===== src/rtl/id_stage_reg.sv =====
// id_stage_reg: ID/EXE pipeline register with freeze hold, bubble insertion and
// saturating hazard/flush bubble counters.
module id_stage_reg (
    input  logic        clk,
    input  logic        rst,
    input  logic        freeze,
    input  logic        flush,
    input  logic        hazard,
    input  logic [31:0] pc_in,
    input  logic [31:0] val_rn_in,
    input  logic [31:0] val_rm_in,
    input  logic [3:0]  exe_cmd_in,
    input  logic        mem_r_en_in,
    input  logic        mem_w_en_in,
    input  logic        wb_en_in,
    input  logic        b_in,
    input  logic        s_in,
    input  logic        imm_in,
    input  logic [11:0] shift_operand_in,
    input  logic [23:0] signed_imm_24_in,
    input  logic [3:0]  dest_in,
    input  logic [3:0]  src1_in,
    input  logic [3:0]  src2_in,
    input  logic [3:0]  status_in,
    output logic [31:0] pc,
    output logic [31:0] val_rn,
    output logic [31:0] val_rm,
    output logic [3:0]  exe_cmd,
    output logic        exe_mem_r_en,
    output logic        mem_w_en,
    output logic        wb_en,
    output logic        b,
    output logic        s,
    output logic        imm,
    output logic [11:0] shift_operand,
    output logic [23:0] signed_imm_24,
    output logic [3:0]  exe_dest,
    output logic [3:0]  src1,
    output logic [3:0]  src2,
    output logic [3:0]  status,
    output logic        valid,
    output logic [15:0] stall_cnt,
    output logic [15:0] flush_cnt
);
    localparam int W = 158;
    logic [W-1:0] q;
    logic         bubble;
    assign bubble = flush || hazard;
    // flush outranks hazard, so a combined request is charged to flush_cnt only
    always_ff @(posedge clk)
        if (rst) begin
            q         <= '0;
            valid     <= 1'b0;
            stall_cnt <= '0;
            flush_cnt <= '0;
        end else if (!freeze) begin
            q     <= bubble ? '0 : {pc_in, val_rn_in, val_rm_in, exe_cmd_in, mem_r_en_in, mem_w_en_in,
                                    wb_en_in, b_in, s_in, imm_in, shift_operand_in, signed_imm_24_in,
                                    dest_in, src1_in, src2_in, status_in};
            valid <= !bubble;
            if (flush && flush_cnt != 16'hFFFF) flush_cnt <= flush_cnt + 16'd1;
            if (!flush && hazard && stall_cnt != 16'hFFFF) stall_cnt <= stall_cnt + 16'd1;
        end
    assign {pc, val_rn, val_rm, exe_cmd, exe_mem_r_en, mem_w_en, wb_en, b, s, imm, shift_operand,
            signed_imm_24, exe_dest, src1, src2, status} = q;
endmodule

===== config.mk =====
export PLATFORM = sky130hd
export DESIGN_NAME = id_stage_reg
export DESIGN_NICKNAME = d
export VERILOG_FILES = /design/src/rtl/id_stage_reg.sv
export SDC_FILE = /design/constraint.sdc
export NUM_CORES = 1
export LEC_CHECK = 0
export ABC_AREA = 1
export BUFFER_PORTS_ARGS = -buffer_cell sky130_fd_sc_hd__buf_2
export CAP_MARGIN = 40
export CORE_AREA = 5 5 142 144
export DETAILED_ROUTE_END_ITERATION = 10
export DIE_AREA = 0 0 147 149
export PLACE_DENSITY_LB_ADDON = 0.1
export SYNTH_ARGS = -nofsm -noshare
export SYNTH_HDL_FRONTEND = slang
export SYNTH_SLANG_ARGS = --single-unit

===== constraint.sdc =====
create_clock -name clk -period 1.38 [get_ports clk]
set_input_delay 0.069 -clock clk [delete_from_list [all_inputs] [get_ports clk]]
set_output_delay 0.069 -clock clk [all_outputs]
set_load 0.1 [all_outputs]

---- After elaboration in Yosys (flattened, before gate mapping) ----
Cells that the tools add are included.
word-level totals
  flip-flop bits (word level) ............. 191
  latch bits .............................. 0
  memory bits (writable) .................. 0
  bits in read-only memories .............. 0
  input bits .............................. 163
  memories kept ........................... 0
cells by class
  $add $sub $neg .......................... 2
  $mul .................................... 0
  div/mod/pow operators ................... 0
  $lt $le $gt $ge ......................... 0
  equal/unequal tests ..................... 2
  shift-type cells ........................ 0
  multiplexer cells ....................... 1
  bitwise operators ....................... 1
  reductions and logical operators ........ 8
operators by type and width
  cell                   count
  $mux 158               1
  $add 16x1->16 const B  2
  $ne 16x16->1 const B   2
  $reduce_and 2->1       2
  $logic_and 1x1->1      3
  $logic_not 1->1        2
  $logic_or 1x1->1       1
  $not 1->1              1

---- Longest topological paths before layout ----
Gate-level depths: netlist (run 1).
  depth in word-level cells ............... 4
  mapped depth ............................ 10

---- Worst setup path before layout (run 1) ----
Ideal clock, no wire load.
  path kind ............................... register -> register
  from .................................... register flush_cnt[0]
  to ...................................... register flush_cnt[0]
  setup time .............................. 0.128 ns
  arrival ................................. 2.128 ns
  data required time ...................... 1.252 ns
  setup slack ............................. -0.876 ns
  cell stages (with the launch flop) ...... 10
  cell sequence ........................... dfxtp_1 > ha_1 > nand3_2 > nor2_4 > nand2_4 > nand3_4 > buf_12 > nand2_1 > nand2_1 > nor2_1
on the way
  cells in the longest elaborated chain, start to end .. 3
  elaborated cells between the ends (all ways) .. 4
  classes of those cells .................. add/sub: 1; eq/ne: 1; reduce/logical: 2
ends and longest elaborated chain
  element                                                line  text
  from (decl)                                            43    output logic [15:0] flush_cnt
  from (signal assigned)                                 61    if (flush && flush_cnt != 16'hFFFF) flush_cnt <= flush_cnt + 16'd1;
  branches (longest 3 deep; another with $add 16x1->16)  -
Several ways; the timed one is not identified.
A chain may end at the register's enable or synchronous reset.

---- Final worst setup path (run 1) ----
  from .................................... register flush_cnt[0]
  to ...................................... register flush_cnt[4]
The elaborated chain is that of the path after synthesis.

==> results.toml, run 1 <==
[setup_path]
crit_type = "reg -> reg"
rrSetupSlack_ns = 0.05
crit_arrival_ns = 1.65
crit_fanout = 11
reg2reg_depth = 9
worstPathRequired_ns = 1.70
worst_setup_path_end_kind = "register"
start_kind = "register"
reg2reg_from = "flush_cnt[0]"
rr_endpoint = "flush_cnt[4]"

[clocking]
clkTransAtPathRegs_ns = 0.06
cts_tree = "built"
cts_buffers = 17
h-tree-depth = 4
clock_latency_ns = 0.42
clk_path_buf_depth = 2
root_buffer = "clkbuf_16"
clkSinkCount = 191

[timing]
skew_ns = 0.00866
fmax_mhz = 750
setup_violations = 0
final_max_slew_viol_count = 0
fin_crit_ns = 1.33
min_period_over_period = 0.966
rsz0062_at_grt = "yes"
tns_ns = 0
hold_violations = 0
slew_headroom = 0.644
worstMarginPinSlew_ns = 0.538
fin_hold_ws_ns = 0.130

[power_and_ir_drop]
power_switching_mw = 4.27
p_seq_frac = 0.431
power.density_nw_per_um2 = 1080
intPower_mw = 9.05
swShare = 0.321
cellLeakagePower_nw = 5.58
power_frac_comb = 0.202
ir_worst_vdd_mv = 0.844
clockPowerShare = 0.367
finalPower_mw = 13.3

[die]
ios = 354
die_w_um = 147
fp.dieH_um = 149
die_area_sq_um = 21900
initial_core_util = 0.427
core_area_sq_um = 18600
rows = 50

[global_routing]
grt_overflow_total = 0
grt_use_total = 0.242
grt_antenna_before_repair = 0
grt_first_pass_wirelength_um = 43600
grt_pass1_vias = 8614
grt_max_degree = 108

[logic_synthesis]
yosysWarnings = 0
synth-seq-cells = 191
synth_area_sq_um = 7930
synth_fp_nets = 1243
avgSynthCellArea_sq_um = 7.36
syn_inst = 1078
ys_types = 26
ys_seq_area_frac = 0.482

[final_layout]
multi_input_area_sq_um = 3640
fillers = 1606
instances_no_fill = 1806
nNetsFinal = 1723
drive_gt1_frac = 0.326
syn_to_final_growth_pct = 55.7
seq_area_sq_um = 3940

[placement]
gp_congestion = 0.863
io_buffers = 353
dp.cells = 1608
hpwl_um = 18100

[worst_hold_path]
whs_path_depth = 3
timing.hold.worst_endpoint = "stall_cnt[4]"
hold_start = "rst"
hp-class = "in -> reg"

[detailed_routing]
initialDrtViolationCount = 474
drtAntennaViolNets = 0
drt-wirelength-per-cell_um = 15.6
wirelength_um = 28300
drc = 0
num_vias = 9003
viasPerCell = 4.99
dr.pass1.iters = 5

[job]
drv_cap = 0

[run_status]
status = "finished, final reports clean"
==> worst max-delay path by stage <==
stage | start | endpoint | slack [ns] | cells after the start
final | flush_cnt[0] | flush_cnt[4] | 0.05 | 9
after global routing | flush_cnt[1] | flush_cnt[4] | -0.04 | 9
after CTS | q[137] | pc[11] | 0.02 | 1
after detailed placement | stall_cnt[0] | stall_cnt[6] | -0.002 | 8
after global placement | stall_cnt[0] | stall_cnt[0] | 0.05 | 8
after floorplan | flush_cnt[0] | flush_cnt[0] | -0.17 | 9
==> per-layer routing <==
layer / part of all wire / GRT usage / up-vias
met2: 0.50 / 0.417 / 290
li1: - / - / 4486
met3: 0.065 / 0.0754 / 77
met5: 0 / 0 / -
met1: 0.39 / 0.274 / 4150
met4: 0.040 / 0.112 / 0
==> layout make-up <==
class | instances | share of cell area
multi-input cells | 758 | 0.295
repair buffers | 537 | 0.298
flip-flops and latches | 191 | 0.320
inverters | 53 | 0.0163
diodes | 1 | 0.000203
clock inverters | 13 | 0.0113
clock buffers | 19 | 0.0359
well taps | 234 | 0.0237
==> critical path, cell delays in order (launching register included) <==
cell	delay, ns
dfxtp_4	0.38
ha_4	0.15
nand3_4	0.11
nor2_4	0.13
nand2_4	0.08
nand3_4	0.09
buf_12	0.15
nand2_1	0.05
nand2_1	0.06
nor2_2	0.04
==> timing repair <==
item	CTS	global route
hold endpoints to repair	158	0
hold buffers	158	0
setup buffers	0	4
resized for setup	1	18
setup endpoints to repair	5	28
pin swaps	0	3
gates cloned	1	2
==> through the flow <==
stage	instance area [sq um]	utilization	setup WS [ns]
6_report	12300	0.664	0.0471
5_1_grt	12300	0.664	-0.0414
4_1_cts	12300	0.659	0.0221
3_5_place_dp	10100	0.542	-0.00207
3_3_place_gp	10100	0.542	0.0479
2_1_floorplan	8110	-	-0.169
==> power by group through the flow <==
stage	Clock [mW]	Combinational, mW	Sequential, mW
5_1_grt	5.27	2.83	5.76
3_3_place_gp	0	2.30	5.86
2_1_floorplan	0	0.610	6.97
6_report	4.89	2.69	5.74
4_1_cts	5.05	2.67	5.74
3_5_place_dp	0	2.30	5.87
==> cells in the final DEF (no fill, tap or decap), drive strengths merged, types with 17 or more instances in the layout <==
| master | n |
|---|---|
| dfxtp | 191 |
| buf | 379 |
| nand4 | 17 |
| dlygate4sd3 | 158 |
| inv | 62 |
| nor2 | 91 |
| clkbuf | 19 |
| nand2 | 292 |
| a21oi | 159 |
| nand3 | 182 |
==> synth_stat cells <==
master | instances | area, sq um
nand4_1 | 17 | 106
nand3_2 | 1 | 10.0
buf_2 | 26 | 130
inv_1 | 49 | 184
nor2_4 | 3 | 33.8
o21ai_1 | 1 | 5.00
inv_2 | 4 | 15.0
o21ai_0 | 6 | 30.0
xor2_1 | 6 | 52.6
clkbuf_1 | 41 | 154
nand2_4 | 2 | 22.5
nand2_1 | 278 | 1040
dfxtp_1 | 191 | 3820
buf_4 | 2 | 15.0
clkbuf_8 | 1 | 13.8
nor3_1 | 2 | 10.0
nand2_2 | 11 | 68.8
nor2_2 | 23 | 144
buf_1 | 5 | 18.8
a21oi_1 | 159 | 796
nand3_4 | 2 | 35.0
nand3_1 | 177 | 886
buf_12 | 2 | 40.0
ha_1 | 2 | 25.0
buf_6 | 2 | 22.5
nor2_1 | 65 | 244
==> sequential cells by signal, indices dropped and copies added, names as in the netlist <==
| name | count |
|---|---|
| flush_cnt | 16 |
| q | 158 |
| stall_cnt | 16 |
| valid | 1 |
==> cell families after synthesis <==
group | Yosys count | share of synthesized area
fa+ha+maj | 2 | 0.00316
simple gates | 581 | 0.328
flops | 191 | 0.482
xor+xnor | 6 | 0.00663
buf+inv | 132 | 0.0748
compound gates | 166 | 0.105
Note: power is estimated with default switching activity, not from simulation.
==> run 2, diff against run 1 <==
CORE_AREA = 5 5 136 151   (was 5 5 142 144)
DIE_AREA = 0 0 141 156   (was 0 0 147 149)
RECOVER_POWER = 25   (was not set)
==> run 2 against run 1 <==
Net effect: flip-flop and latch count unchanged; design area up 1.1%; power up 0.13%; hold slack worse by 0.013 ns; count of clock-buffer cells in the layout down 1; critical endpoint unchanged; largest cell class unchanged.
==> results.toml, run 2 (same netlist as run 1, synthesis figures left out) <==
[run_status]
status = "finished, final reports clean"

[global_routing]
grt_overflow_total = 0
grt_max_degree = 104
grt_use_total = 0.246
grt_antenna_before_repair = 0
grt_pass1_vias = 8852
grt_first_pass_wirelength_um = 44300

[timing]
min_period_over_period = 0.978
setup_violations = 0
rsz0062_at_grt = "yes"
fin_crit_ns = 1.35
hold_violations = 0
skew_ns = 0.0148
worstMarginPinSlew_ns = 0.552
slew_headroom = 0.635
fmax_mhz = 741
final_max_slew_viol_count = 0
fin_hold_ws_ns = 0.118

[detailed_routing]
wirelength_um = 28600
num_vias = 9096
viasPerCell = 4.99
drc = 0
drt-wirelength-per-cell_um = 15.7
initialDrtViolationCount = 536
dr.pass1.iters = 6
drtAntennaViolNets = 0

[setup_path]
cp_cell_sequence = "ha_4 -> nand3_4 -> nor2_4 -> nand2_4 -> nand3_4 -> buf_12 -> nand2_2 -> nand2_1 -> nor2_2"
worstPathRequired_ns = 1.71
start_kind = "register"
crit_fanout = 12
crit_buf_inv = 1
crit_arrival_ns = 1.68
crit_type = "reg -> reg"
crit_family = "simple AND/OR/NAND/NOR gates"
cp_common_cell = "nand3_4"
worst_setup_path_end_kind = "register"
critPathMaxStageDelay_ns = 0.38
cp_slowest_cell = "dfxtp_4"

[power_and_ir_drop]
intPower_mw = 8.89
finalPower_mw = 13.3
clockPowerShare = 0.364
power_switching_mw = 4.45
power.density_nw_per_um2 = 1070
swShare = 0.333
p_seq_frac = 0.431
cellLeakagePower_nw = 5.65
ir_worst_vdd_mv = 0.812
power_frac_comb = 0.205

[clocking]
cts_tree = "built"
root_buffer = "clkbuf_16"
h-tree-depth = 4
clk_path_buf_depth = 2
clkSinkCount = 191
clkTransAtPathRegs_ns = 0.08
cts_buffers = 17
clock_latency_ns = 0.43

[die]
ios = 354
die_w_um = 141
initial_core_util = 0.421
rows = 53
core_area_sq_um = 18800
fp.dieH_um = 156
die_area_sq_um = 22000

[final_layout]
largest_reg_flops = 158
reg_top3 = "q (158), flush_cnt (16), stall_cnt (16)"
final_cell_mix = "buf_2, nand2_1, nand3_1, dlygate4sd3_1"
regMostFlops = "q"
syn_to_final_growth_pct = 57.4
nNetsFinal = 1728
drive_gt1_frac = 0.331
final_common_cell = "buf_2"

[placement]
gp_congestion = 0.864
hpwl_um = 18800
io_buffers = 353

[job]
drv_cap = 0

[worst_hold_path]
hp-class = "in -> reg"
-- run 2: worst reg2reg max path: cells and delay by family (launching register included) --
family,cells,cell delay [ns]
adder cells (fa/ha/maj),1,0.15
buffers and inverters,1,0.15
flip-flops,1,0.38
AND/OR/NAND/NOR,7,0.60
-- run 2: routing by layer --
| metal | track usage | wire length (um) |
|---|---|---|
| met5 | 0 | 0 |
| met4 | 0.101 | 953 |
| met3 | 0.0714 | 2010 |
| met2 | 0.440 | 14600 |
| met1 | 0.274 | 11000 |
-- run 2: final timing paths --
check,start,endpoint,slack [ns],cells after the start
worst min register to register,q[153],q[153],0.46,2
worst min-delay path,rst,stall_cnt[4],0.12,3
worst max register to register,flush_cnt[1],flush_cnt[4],0.03,9
worst max-delay path,flush_cnt[1],flush_cnt[4],0.03,9
-- run 2: repair_timing --
| item | CTS | global route |
|---|---|---|
| endpoints found under the setup margin | 1 | 31 |
| pin swaps | 0 | 3 |
| setup buffers | 0 | 3 |
| hold endpoints to repair | 158 | 0 |
| gates resized for setup | 1 | 28 |
| hold buffers | 160 | 0 |
| cloned | 0 | 1 |
-- run 2: power groups by stage --
stage | Combinational (mW) | Clock [mW] | Sequential [mW]
floorplan | 0.610 | 0 | 6.97
global placement | 2.34 | 0 | 5.87
detailed placement | 2.35 | 0 | 5.87
CTS | 2.72 | 4.95 | 5.74
global route | 2.89 | 5.17 | 5.77
finish | 2.74 | 4.85 | 5.74
-- run 2: metrics by stage --
step	cells	setup TNS [ns]	worst slack [ns]	util	instance area, sq um
final	1824	0	0.0310	0.663	12500
after detailed placement	1627	0	0.0162	0.542	10200
after floorplan	1078	-3.11	-0.169	-	8110
after global placement	1627	0	0.0347	0.542	10200
after global routing	1823	-0.552	-0.0575	0.662	12500
after CTS	1819	0	0.00903	0.657	12400
-- run 2: cell type report --
class                      count  area (sq um)
clock buffer                  18           429
antenna                        1          2.50
sequential                   191          3940
fill                        1635          6350
clock inverter                14           149
tap                          247           309
timing repair buffer         544          3800
multi-input combinational    756          3640
inverter                      53           201
